$ cat src/rtl/memory_interface_pkg.sv
// Shared types and default widths for the memory stage.
package mem_if_pkg;

  localparam int unsigned DATA_W_DEF  = 32;
  localparam int unsigned ADDR_W_DEF  = 9;
  localparam int unsigned TIMEOUT_DEF = 16;

  typedef enum logic [1:0] {
    StIdle = 2'd0,
    StReq  = 2'd1,
    StDone = 2'd2
  } memState_t;

endpackage

$ cat src/rtl/memory_interface_if.sv
// External memory bus: single-word req/ack handshake.
interface memory_interface_if #(
  parameter int unsigned DATA_W = mem_if_pkg::DATA_W_DEF,
  parameter int unsigned ADDR_W = mem_if_pkg::ADDR_W_DEF
);

  logic              req;
  logic              we;
  logic [ADDR_W-1:0] addr;
  logic [DATA_W-1:0] wdata;
  logic [DATA_W-1:0] rdata;
  logic              ack;

  modport master (output req, we, addr, wdata, input rdata, ack);
  modport slave  (input req, we, addr, wdata, output rdata, ack);

endinterface

$ cat src/rtl/memory_interface_timeout_counter.sv
// Counts cycles spent in REQ and flags the last allowed cycle.
module mem_timeout_counter #(
  parameter int unsigned TIMEOUT = mem_if_pkg::TIMEOUT_DEF
) (
  input  logic clock,
  input  logic clear,
  input  logic start,
  input  logic active,
  output logic expired
);

  localparam int unsigned CntW = $clog2(TIMEOUT + 1);

  logic [CntW-1:0] cntQ;

  // Restart on REQ entry, advance once per REQ cycle.
  always_ff @(posedge clock) begin
    if (clear || start) begin
      cntQ <= '0;
    end else if (active) begin
      cntQ <= cntQ + 1'b1;
    end
  end

  assign expired = active && (cntQ == CntW'(TIMEOUT - 1));

endmodule

$ cat src/rtl/memory_interface.sv
// Memory stage: MAR/MDR capture from the bus mux, single-word memory transactions.
// Optional build macro MEM_TIMEOUT_EN adds an abort after TIMEOUT cycles without ack
// and a sticky err flag; without it REQ waits indefinitely and err is 0.
module memory_interface
  import mem_if_pkg::*;
#(
  parameter int unsigned DATA_W = DATA_W_DEF,
  parameter int unsigned ADDR_W = ADDR_W_DEF
`ifdef MEM_TIMEOUT_EN
  , parameter int unsigned TIMEOUT = TIMEOUT_DEF
`endif
) (
  input  logic                clock,
  input  logic                clear,
  input  logic [DATA_W-1:0]   BusMuxOut,
  input  logic                MARin,
  input  logic                MDRin,
  input  logic                Read,
  input  logic                Write,
  memory_interface_if.master  mem,
  output logic                busy,
  output logic                done,
  output logic                err,
  output logic [DATA_W-1:0]   BusMuxInMDR
);

  memState_t         stateQ, stateD;
  logic [ADDR_W-1:0] marQ;
  logic [DATA_W-1:0] mdrQ;
  logic              weQ;
  logic              startTxn;
  logic              abort;

  // Read has priority over Write when both arrive together.
  assign startTxn = (stateQ == StIdle) && (Read || Write);

`ifdef MEM_TIMEOUT_EN
  logic timeoutHit;
  logic errQ;

  mem_timeout_counter #(
    .TIMEOUT (TIMEOUT)
  ) u_timeout (
    .clock   (clock),
    .clear   (clear),
    .start   (startTxn),
    .active  (stateQ == StReq),
    .expired (timeoutHit)
  );

  // An ack on the last allowed cycle still completes normally.
  assign abort = timeoutHit && !mem.ack;

  // Sticky timeout flag, cleared only by reset.
  always_ff @(posedge clock) begin
    if (clear) begin
      errQ <= 1'b0;
    end else if (abort) begin
      errQ <= 1'b1;
    end
  end

  assign err = errQ;
`else
  assign abort = 1'b0;
  assign err   = 1'b0;
`endif

  // State register.
  always_ff @(posedge clock) begin
    if (clear) begin
      stateQ <= StIdle;
    end else begin
      stateQ <= stateD;
    end
  end

  // Next-state logic; requests outside IDLE are dropped.
  always_comb begin
    stateD = stateQ;
    unique case (stateQ)
      StIdle: if (Read || Write) stateD = StReq;
      StReq: begin
        if (mem.ack) begin
          stateD = StDone;
        end else if (abort) begin
          stateD = StIdle;
        end
      end
      StDone:  stateD = StIdle;
      default: stateD = StIdle;
    endcase
  end

  // MAR/MDR/direction registers; frozen during REQ so the bus stays stable.
  always_ff @(posedge clock) begin
    if (clear) begin
      marQ <= '0;
      mdrQ <= '0;
      weQ  <= 1'b0;
    end else begin
      if (stateQ != StReq && MARin) begin
        marQ <= BusMuxOut[ADDR_W-1:0];
      end
      if (stateQ == StReq && mem.ack && !weQ) begin
        mdrQ <= mem.rdata;
      end else if (stateQ != StReq && MDRin) begin
        mdrQ <= BusMuxOut;
      end
      if (startTxn) begin
        weQ <= !Read;
      end
    end
  end

  // Decoded handshake and status outputs.
  always_comb begin
    mem.req = (stateQ == StReq);
    mem.we  = (stateQ == StReq) && weQ;
    busy    = (stateQ == StReq);
    done    = (stateQ == StDone);
  end

  assign mem.addr    = marQ;
  assign mem.wdata   = mdrQ;
  assign BusMuxInMDR = mdrQ;

endmodule

$ cat src/flat_wrapper.sv
// flat-port wrapper written by rule: the top's interface ports become plain ports
module memory_interface_flat import mem_if_pkg::*;
#(
  parameter int unsigned DATA_W = DATA_W_DEF,
  parameter int unsigned ADDR_W = ADDR_W_DEF

)
  (clock, clear, BusMuxOut, MARin, MDRin, Read, Write, busy, done, err, BusMuxInMDR, mem_req, mem_we, mem_addr, mem_wdata, mem_rdata, mem_ack);
  memory_interface_if #(.DATA_W(DATA_W), .ADDR_W(ADDR_W)) mem_i ();
  input  logic clock;
  input  logic clear;
  input  logic [DATA_W-1:0] BusMuxOut;
  input  logic MARin;
  input  logic MDRin;
  input  logic Read;
  input  logic Write;
  output logic busy;
  output logic done;
  output logic err;
  output logic [DATA_W-1:0] BusMuxInMDR;
  output wire logic [$bits(mem_i.req)-1:0] mem_req;
  output wire logic [$bits(mem_i.we)-1:0] mem_we;
  output wire logic [$bits(mem_i.addr)-1:0] mem_addr;
  output wire logic [$bits(mem_i.wdata)-1:0] mem_wdata;
  input wire logic [$bits(mem_i.rdata)-1:0] mem_rdata;
  input wire logic [$bits(mem_i.ack)-1:0] mem_ack;
  assign mem_req = mem_i.req;
  assign mem_we = mem_i.we;
  assign mem_addr = mem_i.addr;
  assign mem_wdata = mem_i.wdata;
  assign mem_i.rdata = mem_rdata;
  assign mem_i.ack = mem_ack;
  memory_interface #(.DATA_W(DATA_W), .ADDR_W(ADDR_W)) u_core (.clock(clock), .clear(clear), .BusMuxOut(BusMuxOut), .MARin(MARin), .MDRin(MDRin), .Read(Read), .Write(Write), .mem(mem_i), .busy(busy), .done(done), .err(err), .BusMuxInMDR(BusMuxInMDR));
endmodule
$ cat config.mk
export PLATFORM = sky130hd
export DESIGN_NAME = memory_interface_flat
export DESIGN_NICKNAME = d
export VERILOG_FILES = /design/src/rtl/memory_interface_pkg.sv /design/src/rtl/memory_interface_if.sv /design/src/rtl/memory_interface_timeout_counter.sv /design/src/rtl/memory_interface.sv /design/src/flat_wrapper.sv
export SDC_FILE = /design/constraint.sdc
export NUM_CORES = 1
export LEC_CHECK = 0
export BUFFER_PORTS_ARGS = -buffer_cell sky130_fd_sc_hd__buf_4
export CAP_MARGIN = 20
export CORE_ASPECT_RATIO = 0.8
export CORE_UTILIZATION = 48
export CTS_CLUSTER_DIAMETER = 150
export DETAILED_ROUTE_END_ITERATION = 10
export GPL_TIMING_DRIVEN = 0
export PLACE_DENSITY_LB_ADDON = 0.05
export SYNTH_ARGS = -nofsm -noshare
export SYNTH_HDL_FRONTEND = slang
export SYNTH_SLANG_ARGS = --single-unit
export TNS_END_PERCENT = 30
$ cat constraint.sdc
create_clock -name clock -period 2.15 [get_ports clock]
set_input_delay 0 -clock clock [delete_from_list [all_inputs] [get_ports clock]]
set_output_delay 0 -clock clock [all_outputs]
set_load 0.05 [all_outputs]
==> results.ini, run 1 <==
[outcome]
status=complete, but fails checks
failed_checks=DRC, hold timing

[setup_path]
timing.critical_path.buf_inv=3
cp_data_required_time_ns=2.39
worst-path-max-fanout=10
endpoint_kind=flip-flop
critPathLaunchType=flip-flop
path_cells=nand4bb_1 -> buf_4 -> buf_4 -> a311oi_1 -> dlygate4sd3_1
critical_path.slowest_cell=dlygate4sd3_1
path_common_cell=buf_4
critical_path_arrival_ns=2.01
slowest_delay_ns=0.57
regToRegSetupSlack_ns=0.38
cpLargestDelayFamily=buffers and inverters
crit_type=flip-flop to flip-flop

[routing]
route.detailed.drc=11
dr.pass1.iters=8
drt_iter0_markers=135
wl_um=7780
routed_via_density=5.324
vias=2678
ant_nets=0
wire_per_inst_um=15.47

[logic_synthesis]
synth_cell_types=29
synthesis.area_um2=2613
synth_nets=347
ys_ff_latch=44
syn_inst=276
synth.avg_cell_area_um2=9.466
ys_seq_area_share_pct=33.72
yosys_warnings=0

[timing]
hold_violations=1
worst_slew_pin_slew_ns=0.7365
setup_viol=0
rsz0062_at_grt=no
finalCriticalPeriod_ns=1.772
fmax_mhz=564.2
fin_setup_tns_ns=0
finalMaxSlewViolations=0
post-route-period-util_pct=82.44
whs_ns=-0.002692
finClkSkew_ns=0.002169
maxSlewHeadroom_pct=50.90

[placement]
io_buffers=144
gp_congestion=0.7591
dp_hpwl_um=5685
dp_cells=482
placed_area_um2=3771

[power]
powerDensity_nw_per_um2=694.4
p_leak_nw=1.797
peakVddDrop_mv=0.4185

[clock_network]
insertion_delay_ns=0.29
path_clk_slew_ns=0.08
clock-sinks=44
cts_tree=done
cts_root_buf=clkbuf_8
cts_buffer_depth=2
cts_buffers=5
ctsResizeCount=0
cts-htree-levels=2

[job]
max_cap_violations=0

[cells_and_area]
areaGrowthSynthToFinish_pct=52.87
nets=511
num-fill-cells=398
design_area_um2=3994
final_cells=503
diodes=0
drive_gt1_share_pct=60.77

[die]
io_pins=149
coreArea_um2=5122
die_y_um=67.99
initial_core_util_pct=51.00
dieWidth_um=84.48
die_area_um2=5743
fp-row-count=23

[global_route]
antenna_found_initial=0
grt_pass1_wl_um=11940
grt_max_degree=14
grtUsageTotal_pct=26.23
grt_overflow=0
first_global_vias=2446

[hold_path]
timing.hold.worst.class=input pin to flip-flop

-- cell usage in the layout (no fill, tap or decap), drive strengths merged --
cell type / count
buf: 200
dfxtp: 44
nand3: 41
o21ai: 41
nor2: 33
a311oi: 32
dlygate4sd3: 13
clkbuf: 13
a21oi: 10
inv: 3
clkinv: 2
nand2b: 1
and2: 1
and2b: 1
nand4bb: 1
nor3: 1
a2111oi: 1
a211oi: 1
nor3b: 1
conb: 1
-- registers in the layout, indices dropped and copies added (netlist names) --
name / count
u_core.weQ: 1
u_core.stateQ: 2
u_core.BusMuxInMDR: 32
u_core.mem.addr: 9
-- metrics by stage --
step | power [mW] | util (%) | hold slack, ns | setup slack [ns]
2_1_floorplan | 1.850 | - | 0.09661 | 0.7857
4_1_cts | 2.782 | 77.97 | 0.0002852 | 0.3735
6_report | 2.773 | 77.97 | -0.002692 | 0.3776
3_3_place_gp | 2.211 | 73.62 | 0.1917 | 0.8290
3_5_place_dp | 2.229 | 73.62 | 0.1942 | 0.7910
5_1_grt | 2.885 | 77.97 | 0.01005 | 0.2585
-- power by group --
group | switching [mW] | internal [mW] | leakage (nW) | total [mW]
registers | 0.0687 | 0.889 | 0.363 | 0.958
logic | 0.784 | 0.492 | 1.38 | 1.28
clock network | 0.283 | 0.257 | 0.0510 | 0.539
total | 1.14 | 1.64 | 1.80 | 2.77
-- cell type report --
class	count	area (µm²)	share of cell area, %
multi-input cells	166	1222	30.61
repair buffers	157	1211	30.33
flip-flops and latches	44	880.8	22.06
plain buffers	63	490.5	12.28
clock buffers	6	82.58	2.068
well taps	62	77.57	1.942
inverters	3	18.77	0.4699
clock inverters	2	10.01	0.2506
-- routing by layer --
metal	vias up	GRT usage, %	part of all wire, %
met1	1251	34.24	42
li1	1297	-	-
met5	-	0	0
met2	117	45.12	49
met3	13	5.187	8.0
met4	0	6.780	1.4
-- cells by family (layout without fill, tap and decap cells) --
kind of cell	count (synthesis)	count (layout)	share of synthesized area (%)
other cells	1	1	0.1435
compound gates	85	85	31.99
buf+inv	66	231	19.49
simple gates	80	80	14.66
flops	44	44	33.72
-- final timing paths --
| path | from | endpoint | cells past startpoint |
|---|---|---|---|
| hold / removal | BusMuxOut[0] | u_core.mem.addr[0] | 3 |
| setup reg to reg | u_core.stateQ[0] | u_core.BusMuxInMDR[15] | 5 |
| setup / recovery | u_core.stateQ[0] | u_core.BusMuxInMDR[15] | 5 |
| hold reg to reg | u_core.mem.addr[8] | u_core.mem.addr[8] | 2 |
-- cells in the mapped netlist --
master,number,share of area (%)
dfxtp_1,44,34
buf_4,40,11
nand3_1,39,7.5
nor2_1,33,4.7
o21ai_2,29,9.7
a311oi_2,28,16
o21ai_0,11,2.1
a21oi_1,10,1.9
buf_2,8,1.5
clkbuf_1,6,0.86
a311oi_1,4,1.3
buf_12,3,2.3
buf_8,3,1.7
inv_1,2,0.29
nand3_2,2,0.77
a2111oi_0,1,0.34
a211oi_1,1,0.29
and2_1,1,0.24
and2b_1,1,0.29
buf_1,1,0.14
buf_6,1,0.43
clkbuf_4,1,0.29
conb_1,1,0.14
inv_8,1,0.43
nand2b_1,1,0.24
nand4bb_1,1,0.43
nor3_1,1,0.19
nor3b_1,1,0.29
o21ai_1,1,0.19
-- worst min-delay path, delay by kind of cell --
family	cells	cell delay [ns]
AOI/OAI and AO/OA	1	0.05
buffers and inverters	1	0.12
and+or+nand+nor	1	0.07
-- what timing repair did --
item	in CTS	in global routing
hold buffers	13	0
buffers inserted	0	0
hold endpoints to repair	11	0
Power figures use the tool's default switching activity.
==> inputs of run 2 (changes only) <==
Settings changed: CORE_UTILIZATION 48 to 44.
Clock period 2.15 ns to 1.8 ns, I/O delays scaled along.
==> run 2 against run 1 <==
- the flow now finishes without violations
- global-route usage increased by 0.36 points
- combinational power grew 20%
- final cell count rose by 3.8%
- worst hold slack improved by 0.012 ns
- largest power group unchanged
- register-to-register slack better by 0.08 ns
- largest cell class unchanged
- highest routed layer unchanged
- final area increased by 1.5%
- die area up 8.8%
==> results.ini, run 2 (synthesis results as in run 1) <==
[outcome]
status=completed

[timing]
rsz0062_at_grt=no
post-route-period-util_pct=86.63
maxSlewHeadroom_pct=48.30  ; -2.6 points
finalCriticalPeriod_ns=1.559
setup_ws_ns=0.2407  ; -0.1369 ns
setup_viol=0  ; unchanged
fmax_mhz=641.3
hold_violations=0  ; -1
finClkSkew_ns=0.01073  ; +0.008562 ns
finalMaxSlewViolations=0  ; unchanged
fin_setup_tns_ns=0  ; unchanged
worst_slew_pin_slew_ns=0.7755  ; +0.03900 ns

[die]
die_area_um2=6252  ; +8.8%
io_pins=149  ; unchanged
coreArea_um2=5585  ; +9.0%
fp-row-count=24  ; +4.3%
dieWidth_um=88.15  ; +4.3%
die_y_um=70.92  ; +4.3%
initial_core_util_pct=46.77  ; -4.2 points

[cells_and_area]
diodes=0  ; unchanged
layout_common_cells=184 x buf_4, 42 x dfxtp_1, 39 x nand3_1
nets=514  ; +0.59%
num-fill-cells=448  ; +13%
layout_commonest_cell=buf_4
utilization_pct=72.56  ; -5.4 points
drive_gt1_share_pct=61.04  ; +0.27 points
areaGrowthSynthToFinish_pct=55.12
largest_reg_flops=32  ; unchanged

[clock_network]
clock-sinks=44  ; unchanged
insertion_delay_ns=0.30  ; about the same
cts_buffers=5  ; unchanged
cts_tree=done
cts_buffer_depth=2  ; unchanged
cts_root_buf=clkbuf_8
path_clk_slew_ns=0.09  ; about the same
cts-htree-levels=2  ; unchanged

[global_route]
antenna_found_initial=0  ; unchanged
grt_max_degree=14  ; unchanged
grtUsageTotal_pct=26.59  ; +0.36 points
grt_pass1_wl_um=12930  ; +8.3%
first_global_vias=2575  ; +5.3%
grt_overflow=0  ; unchanged

[setup_path]
endpoint_kind=output pin
critical_path_arrival_ns=1.56  ; -0.45 ns
cp_data_required_time_ns=1.80  ; -0.59 ns
worst-path-max-fanout=11  ; +1
critPathLaunchType=flip-flop
crit_type=flip-flop to output pin

[placement]
io_buffers=144  ; unchanged
dp_slack_ns=0.4529  ; -0.3381 ns
dp_hpwl_um=5742  ; +0.99%
gp_congestion=0.7557  ; -0.45%

[routing]
wl_um=7952  ; +2.2%
vias=2669  ; -0.34%
drt_iter0_markers=127  ; -5.9%
ant_nets=0  ; unchanged
dr.pass1.iters=4  ; -4
routed_via_density=5.113  ; -4.0%
wire_per_inst_um=15.23  ; -1.5%
route.detailed.drc=0  ; -11

[power]
p_leak_nw=1.807  ; +0.59%
peakVddDrop_mv=0.5082  ; +21%
powerDensity_nw_per_um2=823.4  ; +19%

[hold_path]
timing.hold.worst.class=input pin to flip-flop

[job]
max_cap_violations=0  ; unchanged

run 2: changes by cell type in the layout (fill, tap and decap cells not counted):
cell,previous run,this run
dlygate4sd3_1,13,16
dfxtp_1,44,42
dfxtp_2,0,2
a311oi_1,4,3
a311oi_2,28,29
o21ai_0,11,10
o21ai_1,1,2
run 2: report_power, final:
group          leakage, nW  switching [mW]  internal, mW
Sequential           0.364          0.0803          1.06
Combinational         1.39           0.942         0.590
Clock               0.0510           0.355         0.307
Total                 1.81            1.38          1.96
run 2: metrics by stage:
step	cells	hold WS, ns	area, µm²	total power [mW]
2_1_floorplan	276	0.09661	2613	2.210
3_3_place_gp	498	0.1916	3791	2.647
3_5_place_dp	498	0.1944	3791	2.664
4_1_cts	523	0.002796	4054	3.342
5_1_grt	522	0.01659	4053	3.460
6_report	522	0.008900	4053	3.337
run 2: critical path, cell delays in order, from the launching register on:
cell      delay (ns)
dfxtp_2         0.35
nand2b_1        0.15
buf_6           0.16
inv_8           0.09
buf_4           0.17
and2_1          0.14
buf_4           0.19
run 2: final timing paths:
path	start	endpoint	slack, ns	depth (start not counted)
setup / recovery	u_core.stateQ[1]	mem_we	0.24	6
hold / removal	BusMuxOut[28]	u_core.BusMuxInMDR[28]	0.009	3
setup reg to reg	u_core.stateQ[1]	u_core.BusMuxInMDR[21]	0.46	5
hold reg to reg	u_core.mem.addr[2]	u_core.mem.addr[2]	0.48	2
run 2: what timing repair did:
item | 4_1_cts | 5_1_grt
buffers inserted | 0 | 0
hold endpoints to repair | 15 | 0
endpoints found under the setup margin | 0 | 1
gates resized for setup | 0 | 4
hold buffers | 17 | 0
run 2: cell type report:
cell class / instances / area, µm² / area share (%)
repair buffers: 160 / 1241 / 30.63
plain buffers: 63 / 490.5 / 12.10
clock buffers: 6 / 82.58 / 2.038
flip-flops and latches: 44 / 883.3 / 21.80
clock inverters: 2 / 10.01 / 0.2470
well taps: 78 / 97.59 / 2.408
multi-input cells: 166 / 1229 / 30.32
inverters: 3 / 18.77 / 0.4631
run 2: per-layer routing:
| metal | up-vias | part of all wire, % | global-route usage, % |
|---|---|---|---|
| li1 | 1304 | - | - |
| met1 | 1263 | 44 | 35.39 |
| met2 | 95 | 49 | 45.48 |
| met3 | 7 | 6.6 | 4.434 |
| met4 | 0 | 0.69 | 5.376 |
| met5 | - | 0 | 0 |
==> inputs of run 3 (changes only) <==
Settings changed: ABC_AREA from default to 1.
==> run 3 against run 2 <==
- die area about the same
- sequential share of layout area grew 0.27 points
- non-clock buffer count down 4
- clock skew decreased by 0.0015 ns
- largest cell class unchanged
- via count rose by 19%
- synthesized area is essentially flat
- critical path type unchanged
- critical endpoint is now mem_req
==> results.ini, run 3 <==
[logic_synthesis]
syn_inst=381  ; +38%
ys_ff_latch=44  ; unchanged
netlist.area_leader.share_pct=33.68  ; about the same
yosys-top-cells-area=dfxtp_1 34%, nand3_1 12%, nand2_1 12%
synthesis.area_um2=2615  ; about the same
synthArstFlopShare_pct=0  ; unchanged
synth_common_cells=84 x nand2_1, 64 x nand3_1, 44 x dfxtp_1, 43 x a21oi_1, 39 x buf_4
synth_nets=452  ; +30%
yosysTopAreaCell=dfxtp_1
synth.most_common_cell=nand2_1
synth_flop_cell=dfxtp_1
synth_cell_types=21  ; -28%
synth_enable_flop_cells=0  ; unchanged
yosys_warnings=0  ; unchanged
ys_seq_area_share_pct=33.68  ; about the same
synth.avg_cell_area_um2=6.864  ; -27%

[global_route]
first_global_vias=2835  ; +10%
grt_pass1_wl_um=12900  ; -0.21%
grt_overflow=0  ; unchanged
grt_max_degree=15  ; +1
antenna_found_initial=0  ; unchanged
grtUsageTotal_pct=26.46  ; -0.13 points

[outcome]
status=completed

[timing]
finalMaxSlewViolations=0  ; unchanged
whs_ns=0.05207  ; +0.04317 ns
setup_viol=0  ; unchanged
fmax_mhz=640.3  ; -0.16%
post-route-period-util_pct=86.77  ; +0.14 points
fin_setup_tns_ns=0  ; unchanged
maxSlewHeadroom_pct=65.93  ; +18 points
setup_ws_ns=0.2381  ; -0.002568 ns
rsz0062_at_grt=no
finalCriticalPeriod_ns=1.562  ; +0.002568 ns
hold_violations=0  ; unchanged
worst_slew_pin_slew_ns=0.5111  ; -0.2644 ns
finClkSkew_ns=0.009200  ; -0.001531 ns

[setup_path]
worst-path-max-fanout=11  ; unchanged
cp-startpoint=u_core.stateQ[0]
timing.critical_path.buf_inv=4  ; unchanged
path_common_cell=buf_4
path_cells=inv_2 -> nor2_4 -> buf_4 -> buf_4 -> buf_4
critical_path.slowest_cell=dfxtp_1
endpoint_kind=output pin
r2r-start=u_core.stateQ[0]
slowest_delay_ns=0.49  ; +0.14 ns
crit_type=flip-flop to output pin
cp_data_required_time_ns=1.80  ; about the same
critPathLaunchType=flip-flop
critical_path_arrival_ns=1.56  ; about the same
cpLargestDelayFamily=buffers and inverters

[cells_and_area]
num-fill-cells=507  ; +13%
layout_common_cells=183 x buf_4, 84 x nand2_1, 64 x nand3_1
design_area_um2=3991  ; -1.5%
areaGrowthSynthToFinish_pct=52.63
utilization_pct=71.46  ; -1.1 points
diodes=0  ; unchanged
nets=613  ; +19%
layout_commonest_cell=buf_4
final_cells=621  ; +19%
drive_gt1_share_pct=39.41  ; -22 points
largest_reg_flops=32  ; unchanged

[clock_network]
ctsResizeCount=0  ; unchanged
cts_buffers=5  ; unchanged
cts_tree=done
cts_root_buf=clkbuf_8
path_clk_slew_ns=0.09  ; about the same
cts_buffer_depth=2  ; unchanged
insertion_delay_ns=0.31  ; about the same
clock-sinks=44  ; unchanged
cts_setup_buffers=0  ; unchanged
cts-htree-levels=2  ; unchanged
ctsHoldBuffers=10  ; -7

[die]
dieWidth_um=88.19  ; about the same
die_area_um2=6258  ; about the same
initial_core_util_pct=46.82  ; about the same
die_y_um=70.96  ; about the same
fp-row-count=24  ; unchanged
io_pins=149  ; unchanged
coreArea_um2=5585  ; unchanged

[placement]
gp_congestion=0.7860  ; +4.0%
dp_hpwl_um=6120  ; +6.6%
dp_cells=603  ; +21%
dp_slack_ns=0.4506  ; -0.002356 ns
placed_area_um2=3794  ; about the same
io_buffers=144  ; unchanged

[routing]
drt_iter0_markers=157  ; +24%
wire_per_inst_um=13.06  ; -14%
wl_um=8110  ; +2.0%
ant_nets=0  ; unchanged
dr.pass1.iters=6  ; +2
vias=3167  ; +19%
route.detailed.drc=0  ; unchanged
routed_via_density=5.100  ; -0.26%

[power]
p_int_mw=1.924  ; -1.8%
netSwitchingPower_mw=1.400  ; +1.7%
powerDensity_nw_per_um2=832.8  ; +1.1%
p_total_mw=3.324  ; -0.38%
pwr-share-comb_pct=45.6  ; -0.3 points
seqPwrFrac_pct=34.2  ; about the same
p_leak_nw=2.115  ; +17%
peakVddDrop_mv=0.5893  ; +16%
clock_power_share_pct=20.2  ; +0.4 points
p_sw_share_pct=42.11  ; +0.86 points

[hold_path]
timing.hold.worst.class=input pin to flip-flop
min-delay-start=mem_rdata[6]

[job]
max_cap_violations=0  ; unchanged

## run 3: cell count changes after synthesis, moves of 29 or more
cell     delta
o21ai_2    -29
inv_1      +32
nor2_1     -30
nand2_1    +84
a21oi_1    +33
nand4_1    +32
## run 3: per-layer routing
layer  vias to the layer above  track usage (%)  share of wire [%]
met5                         -                0                  0
met4                         0            10.04                1.7
met3                        16            6.651                8.8
met2                       150            42.56                 48
met1                      1458            34.06                 42
li1                       1543                -                  -
## run 3: final cells by class
type                       instances  area, µm²  share of cell area (%)
timing repair buffer             154       1181                   29.59
inverter                          37      138.9                   3.480
clock buffer                       6      82.58                   2.069
buffer                            65      451.7                   11.32
clock inverter                     2      15.01                  0.3762
sequential                        44      880.8                   22.07
tap                               78      97.59                   2.445
multi-input combinational        235       1144                   28.65
## run 3: power by group through the flow
stage	logic, mW	registers, mW	clock network (mW)
6_report	1.52	1.14	0.672
5_1_grt	1.61	1.15	0.729
4_1_cts	1.51	1.14	0.680
3_5_place_dp	1.50	1.16	0
3_3_place_gp	1.48	1.15	0
2_1_floorplan	0.749	1.44	0
## run 3: final timing paths
path	endpoint	slack, ns	cells past startpoint
max	mem_req	0.24	5
min	u_core.BusMuxInMDR[6]	0.05	5
max reg2reg	u_core.BusMuxInMDR[3]	0.43	6
min reg2reg	u_core.mem.addr[5]	0.47	2
## run 3: cells by family (layout without fill, tap and decap cells)
family / Yosys count / in the layout / share of synthesized area [%]
simple gates: 190 / 190 / 35.17
buf+inv: 102 / 264 / 22.58
compound gates: 44 / 44 / 8.421
flops: 44 / 44 / 33.68
other cells: 1 / 1 / 0.1434
## run 3: worst min-delay path, stage by stage
cell,delay (ns)
buf_4,0.07
inv_1,0.03
nand4_1,0.07
nand2_1,0.05
a21oi_1,0.10
